File: src/rtl/hilo_mdu_ctrl.sv
// hilo_mdu_ctrl: EX-stage multiply/divide sequencer
// owning the architectural HI/LO registers.
module hilo_mdu_ctrl #(
    parameter int unsigned MUL_LAT  = 2,
    parameter logic [31:0] HILO_RST = 32'h0
) (
    input  logic        clk,
    input  logic        rst,
    input  logic        flush,
    input  logic        ex_stall,
    input  logic        req_valid,
    input  logic [5:0]  req_op,
    input  logic [31:0] src_a,
    input  logic [31:0] src_b,
    output logic        stallreq,
    output logic        busy,
    output logic [31:0] hi_rdata,
    output logic [31:0] lo_rdata
);

    typedef enum logic [1:0] {
        S_IDLE,
        S_MUL,
        S_DIV,
        S_DONE
    } state_t;

    localparam logic [4:0] MUL_LAST = 5'(MUL_LAT - 1);

    state_t      state, state_nx;
    logic [4:0]  cnt;
    logic        op_sgn;
    logic [31:0] op_a, op_b;
    logic [31:0] quot, rem;
    logic [31:0] hi, lo;
    logic        stall_c;

    logic dec_mul, dec_div, dec_sgn, dec_mthi, dec_mtlo;

    always_comb begin
        dec_mul  = 1'b0;
        dec_div  = 1'b0;
        dec_sgn  = 1'b0;
        dec_mthi = 1'b0;
        dec_mtlo = 1'b0;
        priority case (1'b1)
            req_op[5]: begin dec_mul = 1'b1; dec_sgn = 1'b1; end
            req_op[4]: dec_mul = 1'b1;
            req_op[3]: begin dec_div = 1'b1; dec_sgn = 1'b1; end
            req_op[2]: dec_div = 1'b1;
            req_op[1]: dec_mthi = 1'b1;
            req_op[0]: dec_mtlo = 1'b1;
            default: ;
        endcase
    end

    logic start_mul, start_div;
    assign start_mul = req_valid & dec_mul;
    assign start_div = req_valid & dec_div;

    always_comb begin
        state_nx = state;
        stall_c  = 1'b0;
        if (flush) begin
            state_nx = S_IDLE;
        end else begin
            unique case (state)
                S_IDLE: begin
                    stall_c = start_mul | start_div;
                    if (start_mul)
                        state_nx = S_MUL;
                    else if (start_div)
                        state_nx = S_DIV;
                end
                S_MUL: begin
                    stall_c = 1'b1;
                    if (cnt == MUL_LAST)
                        state_nx = S_DONE;
                end
                S_DIV: begin
                    stall_c = 1'b1;
                    if (cnt == 5'd31)
                        state_nx = S_DONE;
                end
                S_DONE: begin
                    if (!ex_stall)
                        state_nx = S_IDLE;
                end
                default: state_nx = S_IDLE;
            endcase
        end
    end

    // Low 64 bits of a 64x64 product are correct for both signednesses.
    logic [63:0] mul_a, mul_b, prod;
    assign mul_a = {{32{op_sgn & op_a[31]}}, op_a};
    assign mul_b = {{32{op_sgn & op_b[31]}}, op_b};
    assign prod  = mul_a * mul_b;

    logic [31:0] a_mag, dvs, rem_nx, quot_nx;
    logic [32:0] rem_sh, diff;
    logic        q_bit, neg_q, neg_r;

    assign a_mag   = (dec_sgn & src_a[31]) ? -src_a : src_a;
    assign dvs     = (op_sgn & op_b[31]) ? -op_b : op_b;
    assign rem_sh  = {rem, quot[31]};
    assign diff    = rem_sh - {1'b0, dvs};
    assign q_bit   = ~diff[32];
    assign rem_nx  = q_bit ? diff[31:0] : rem_sh[31:0];
    assign quot_nx = {quot[30:0], q_bit};
    assign neg_q   = op_sgn & (op_a[31] ^ op_b[31]);
    assign neg_r   = op_sgn & op_a[31];

    always_ff @(posedge clk or negedge rst) begin
        if (!rst) begin
            state  <= S_IDLE;
            cnt    <= '0;
            op_sgn <= 1'b0;
            op_a   <= '0;
            op_b   <= '0;
            quot   <= '0;
            rem    <= '0;
            hi     <= HILO_RST;
            lo     <= HILO_RST;
        end else begin
            state <= state_nx;
            if (flush) begin
                cnt <= '0;
            end else begin
                unique case (state)
                    S_IDLE: begin
                        cnt <= '0;
                        if (start_mul | start_div) begin
                            op_a   <= src_a;
                            op_b   <= src_b;
                            op_sgn <= dec_sgn;
                            quot   <= a_mag;
                            rem    <= '0;
                        end else if (req_valid & dec_mthi) begin
                            hi <= src_a;
                        end else if (req_valid & dec_mtlo) begin
                            lo <= src_a;
                        end
                    end
                    S_MUL: begin
                        cnt <= cnt + 5'd1;
                        if (cnt == MUL_LAST)
                            {hi, lo} <= prod;
                    end
                    S_DIV: begin
                        cnt  <= cnt + 5'd1;
                        quot <= quot_nx;
                        rem  <= rem_nx;
                        if (cnt == 5'd31) begin
                            // Zero divisor returns all-ones and the raw dividend.
                            if (op_b == '0) begin
                                hi <= op_a;
                                lo <= '1;
                            end else begin
                                hi <= neg_r ? -rem_nx : rem_nx;
                                lo <= neg_q ? -quot_nx : quot_nx;
                            end
                        end
                    end
                    default: cnt <= '0;
                endcase
            end
        end
    end

    assign stallreq = stall_c & rst;
    assign busy     = (state == S_MUL) | (state == S_DIV);
    assign hi_rdata = hi;
    assign lo_rdata = lo;

endmodule

File: config.mk
export PLATFORM = sky130hd
export DESIGN_NAME = hilo_mdu_ctrl
export DESIGN_NICKNAME = d
export VERILOG_FILES = /design/src/rtl/hilo_mdu_ctrl.sv
export SDC_FILE = /design/constraint.sdc
export NUM_CORES = 2
export LEC_CHECK = 0
export ABC_AREA = 1
export CORE_MARGIN = 1.5
export CORE_UTILIZATION = 70
export CTS_BUF_LIST = sky130_fd_sc_hd__clkbuf_2 sky130_fd_sc_hd__clkbuf_4 sky130_fd_sc_hd__clkbuf_8
export CTS_CLUSTER_DIAMETER = 30
export DETAILED_ROUTE_END_ITERATION = 8
export GPL_TIMING_DRIVEN = 0
export PLACE_DENSITY = 0.89
export SLEW_MARGIN = 20
export SYNTH_ARGS = -nofsm -noshare
export SYNTH_HDL_FRONTEND = slang
export SYNTH_SLANG_ARGS = --single-unit
File: constraint.sdc
create_clock -name clk -period 18.5 [get_ports clk]
set_input_delay 1.85 -clock clk [delete_from_list [all_inputs] [get_ports clk]]
set_output_delay 1.85 -clock clk [all_outputs]
set_load 0.01 [all_outputs]
# Yosys cells after proc, flatten, opt, wreduce, memory -nomap -nowiden
# Cells that the tools add are included.
# totals
out_inout_bits	66
inputBits	75
wordCells	109
ff_bits	200
# classes
n_mul	1
n_addsub	6
n_eq_ne	16
n_bitwise	14
n_mux	53
reduce_logical	10
# ops
cell	n
2-to-1 mux 32 bit	18
one-hot mux 32 bit (3 select lines)	2
negator 32 bit	4
one-hot mux 32 bit (2 select lines)	2
multiplier 33 x 33 -> 64 bit	1
subtractor 33 x 32 -> 33 bit	1
logical NOT 32 bit	1
2-to-1 mux 1 bit	21
!= test 2 bit (second input constant)	7
2-to-1 mux 2 bit	6
2-to-1 mux 5 bit	2
bitwise AND 1 bit	9
!= test 3 bit (second input constant)	3
one-hot mux 2 bit (4 select lines)	1
AND reduction 7 bit	1
AND reduction 3 bit	2
AND reduction 6 bit	1
adder 5 x 1 -> 5 bit (second input constant)	1
equality test 5 x 1 -> 1 bit (second input constant)	1
equality test 5 bit (second input constant)	1
equality test 2 bit (second input constant)	2
!= test 4 bit (second input constant)	1
AND reduction 4 bit	1
nonzero test 3 bit	1
other kinds (8)	10

# Depth between registers and ports, before layout
# logic_depth
depth_word	11
depth_mapped	45
depth_no_buf	43

# Worst setup path before layout
# OpenSTA, ideal clock, no wires.
# synth_path
kind	reg-to-reg
startpoint	reg op_a[31]
endpoint	reg hi[29], in the netlist hi_rdata[29]
arrival_ns	7.967
setup_time_ns	0.121
required_time_ns	18.379
stages_incl_launch_ff	33
period_less_slack_ns	8.088
setup_slack_ns	10.412
n_path_buf	4
path_cell_list	dfrtp_1 > clkbuf_1 > nand2_1 > clkbuf_1 > clkbuf_1 > buf_1 > nor2_1 > fa_1 > inv_1 > fa_1 > inv_1 > fa_1 > inv_1 > fa_1 > fa_1 > inv_1 > fa_1 > inv_1 > fa_1 > fa_1 > inv_1 > ha_1 > nand2_1 > nor2_1 > nand2_1 > inv_1 > a221oi_1 > o311ai_0 > or2_2 > nand3_1 > nand2_1 > nand2_1 > a21oi_1
# synth_via
elab_chain_cells	5
elab_cells_between_ends	7
classes_between	mul: 1; mux: 5; bitwise: 1
# synth_rtl
item	line	text
start, declared	33	logic [31:0] op_a, op_b;
start signal, assigned	134	op_a <= src_a;
parallel branches: the longest is 4 deep, another holds multiplier 33 x 33 -> 64 bit	-	
one-hot mux 32 bit (3 select lines) (*)	130	unique case (state)
end signal, assigned	140	hi <= src_a;
end signal, assigned	157	hi <= op_a;
end signal, assigned	160	hi <= neg_r ? -rem_nx : rem_nx;
end, declared	35	logic [31:0] hi, lo;
# Mark *: on every way between the ends. The select of a mux whose other input is x is not followed.
# A chain may end at the register's enable or synchronous reset.

# Worst setup path after layout
# layout_path
startpoint	reg op_a[31]
endpoint	reg hi[31], in the netlist hi_rdata[31]
# The elaborated chain is that of the path after synthesis.

==> metrics.txt <==
count of endpoints failing hold in the final timing report=0; number of routed nets with antenna violations=0; share of async-settable or async-resettable flops after synthesis=100%; top-level port count=141; number of synthesized register bits=200; Clock Pin Slew Worst Setup and Hold Paths=0.13 ns; run status=finished clean; standard cell core area=77500 µm²; worst-skew pair later-pin latency=0.54 ns; post-synth design cell area=54800 µm²; initial core utilization=70.7%; routability congestion estimate from global placement=1.11; wire length of the first global-routing pass=321 mm; fraction of final layout cells sized beyond drive strength 1=2.41%; number of slew-limit violations in the final report=0; number of setup violations in the final report=0; Via density=6.13; setup repair after global routing missed its margin=no; fmax=89.5 MHz; largest driver fanout on the critical path=10; Critical Path Start Type=flop; Post-CTS Hold Buffers=0; tightest slew margin relative to the limit=2.64%; TritonCTS clock tree=built; average detailed-routed wire length per instance=25.3 µm; library cell contributing the largest single delay on the critical path=sky130_fd_sc_hd__fa_1; fill cell count=5908; CTS Buf Count=17; biggest cell delay along the critical path=1.18 ns; number of antenna violations at the first check in global routing=21; number of iterations in the first detailed-routing pass=9; combined global-route utilization of all metal layers=55.8%; worst setup path category=reg2reg; Final nets=8878; Total Negative Setup Slacks=0 ns; Root Buffer Master=sky130_fd_sc_hd__clkbuf_8; initial DRC count=7003; total die area=79900 µm²; number of nets produced by synthesis=8716; sequential cell area fraction in the yosys report=9.14%; top library cells by usage in the layout, fill and taps aside=sky130_fd_sc_hd__nand2_1 (1885), sky130_fd_sc_hd__inv_1 (1881), sky130_fd_sc_hd__fa_1 (1125); quantity of gates resized following cts=0; number of H-tree branching levels=4; data arrival time of the critical path=11.60 ns; setup bufs post-CTS=0; EDFF count, synth=0; required time of the worst setup path=18.92 ns; largest net degree at the start of global routing=73; worst-case clock buffer depth=2; via count of the routed design=52100; buffers added on ports=140; DP HPWL=178 mm; number of placement rows=102; type of the tightest min-delay check=reg2reg; die height=283 µm; max layer used=met5; MaxCap Viol Count=0; Die Span X=283 µm; nature of the critical path endpoint=flop; Final min period=11.17 ns; length of routed wiring on met1=67.3 mm; grt ovf=0; leading cell type in the layout, fill and taps excluded=sky130_fd_sc_hd__nand2_1; setup clock skew after layout=0.0298 ns; final worst path period share=60.4%; Cell variety after synth=57; Remaining DRCs=0; dominant synthesized flop cell=sky130_fd_sc_hd__dfrtp_1; met3 layer wire length in the routed design=35.8 mm; worst slew pin tran=1.46 ns; area grow syn2layout=6.02%; cell count after synthesis=7259; per-instance average area after synthesis=7.54 µm²; number of sinks on the clock net=200; number of warnings reported in the yosys synthesis log=0; detailed-route wire length=215 mm; met2 wirelength from detailed routing=86.9 mm; via count of the first global-routing pass=53700
-- final cells by class --
class,count,area (µm²),area share [%]
diodes,20,50.0,0.0862
plain buffers,361,1450,2.50
clock buffers,18,241,0.416
clock inverters,14,203,0.349
inverters,1894,7110,12.2
multi-input cells,4804,41200,71.0
flip-flops and latches,200,5000,8.62
well taps,1040,1300,2.24
repair buffers,143,1470,2.53
-- worst paths after layout --
check / to / depth (start not counted) / slack (ns) / from
min in group asynchronous: lo_rdata[12]$_DFFE_PN0P_ / 1 / 1.24 / rst
worst min-delay path: lo_rdata[8]$_DFFE_PN0P_ / 2 / 0.50 / lo_rdata[8]$_DFFE_PN0P_
max in group asynchronous: op_b[5]$_DFFE_PN0P_ / 3 / 16.08 / rst
worst max register to register: hi_rdata[31]$_DFFE_PN0P_ / 34 / 7.33 / op_a[31]$_DFFE_PN0P_
worst max-delay path: hi_rdata[31]$_DFFE_PN0P_ / 34 / 7.33 / op_a[31]$_DFFE_PN0P_
worst min register to register: lo_rdata[8]$_DFFE_PN0P_ / 2 / 0.50 / lo_rdata[8]$_DFFE_PN0P_
-- worst max-delay path: cells and delay by family (launching register included) --
| kind | cells | cell delay, ns |
|---|---|---|
| adder cells (fa/ha/maj) | 9 | 5.90 |
| buffers and inverters | 11 | 2.78 |
| AND/OR/NAND/NOR | 8 | 1.17 |
| AO/OA/AOI/OAI | 6 | 0.82 |
| flip-flops | 1 | 0.40 |
-- routing by layer --
metal	up-vias	global-route usage [%]
li1	21400	-
met5	-	1.28
met2	4579	77.6
met4	12	50.5
met3	1475	28.0
met1	24600	62.7
-- state kept, by name, indices dropped and copies added (netlist names) --
signal    cells
cnt           5
op_sgn        1
quot         32
op_a         32
op_b         32
hi_rdata     32
rem          32
state         2
lo_rdata     32
-- synth_stat cells, types with 8 or more instances --
cell type,number,area share [%]
sky130_fd_sc_hd__nand2_1,1885,13
sky130_fd_sc_hd__inv_1,1881,13
sky130_fd_sc_hd__fa_1,1126,41
sky130_fd_sc_hd__nor2_1,381,2.6
sky130_fd_sc_hd__clkbuf_1,309,2.1
sky130_fd_sc_hd__o21ai_0,260,2.4
sky130_fd_sc_hd__ha_1,256,5.8
sky130_fd_sc_hd__a21oi_1,245,2.2
sky130_fd_sc_hd__dfrtp_1,200,9.1
sky130_fd_sc_hd__nand3_1,170,1.6
sky130_fd_sc_hd__xor2_1,88,1.4
sky130_fd_sc_hd__nand2_2,33,0.38
sky130_fd_sc_hd__nor3_1,33,0.30
sky130_fd_sc_hd__buf_1,32,0.22
sky130_fd_sc_hd__nand4_1,32,0.37
sky130_fd_sc_hd__o22ai_1,31,0.35
sky130_fd_sc_hd__xnor2_1,31,0.50
sky130_fd_sc_hd__a31oi_1,28,0.32
sky130_fd_sc_hd__o211ai_1,22,0.30
sky130_fd_sc_hd__nor4_1,19,0.22
sky130_fd_sc_hd__a21o_1,18,0.25
sky130_fd_sc_hd__or2_2,18,0.21
sky130_fd_sc_hd__nand3b_1,15,0.21
sky130_fd_sc_hd__o21ai_1,15,0.14
sky130_fd_sc_hd__o221ai_1,14,0.22
sky130_fd_sc_hd__buf_2,11,0.10
sky130_fd_sc_hd__o21bai_1,11,0.15
sky130_fd_sc_hd__inv_2,10,0.069
sky130_fd_sc_hd__nand2_4,8,0.16
sky130_fd_sc_hd__nor2_2,8,0.091
-- stage by stage --
stage,hold WS [ns],setup WS (ns),area (µm²),instances,util (%)
after detailed placement,0.473,7.94,57500,8441,74.3
after global placement,0.472,6.40,57500,8439,74.2
final,0.496,7.33,58100,8494,75.0
after global routing,0.527,7.14,58000,8479,74.9
after CTS,0.503,7.88,58000,8473,74.8
after floorplan,0.460,10.41,54800,7259,-
-- cells by family after synthesis --
family	Yosys count	share of synthesized area, %
AOI/OAI and AO/OA	677	6.89
and+or+nand+nor	2626	19.5
xor gates and xnor gates	119	1.90
DFF	200	9.14
adders and majority gates	1382	47.0
buffers and inverters	2255	15.6
Power is not shown: default switching activity piles up to over one toggle a cycle in this logic, so the estimate is an artifact.
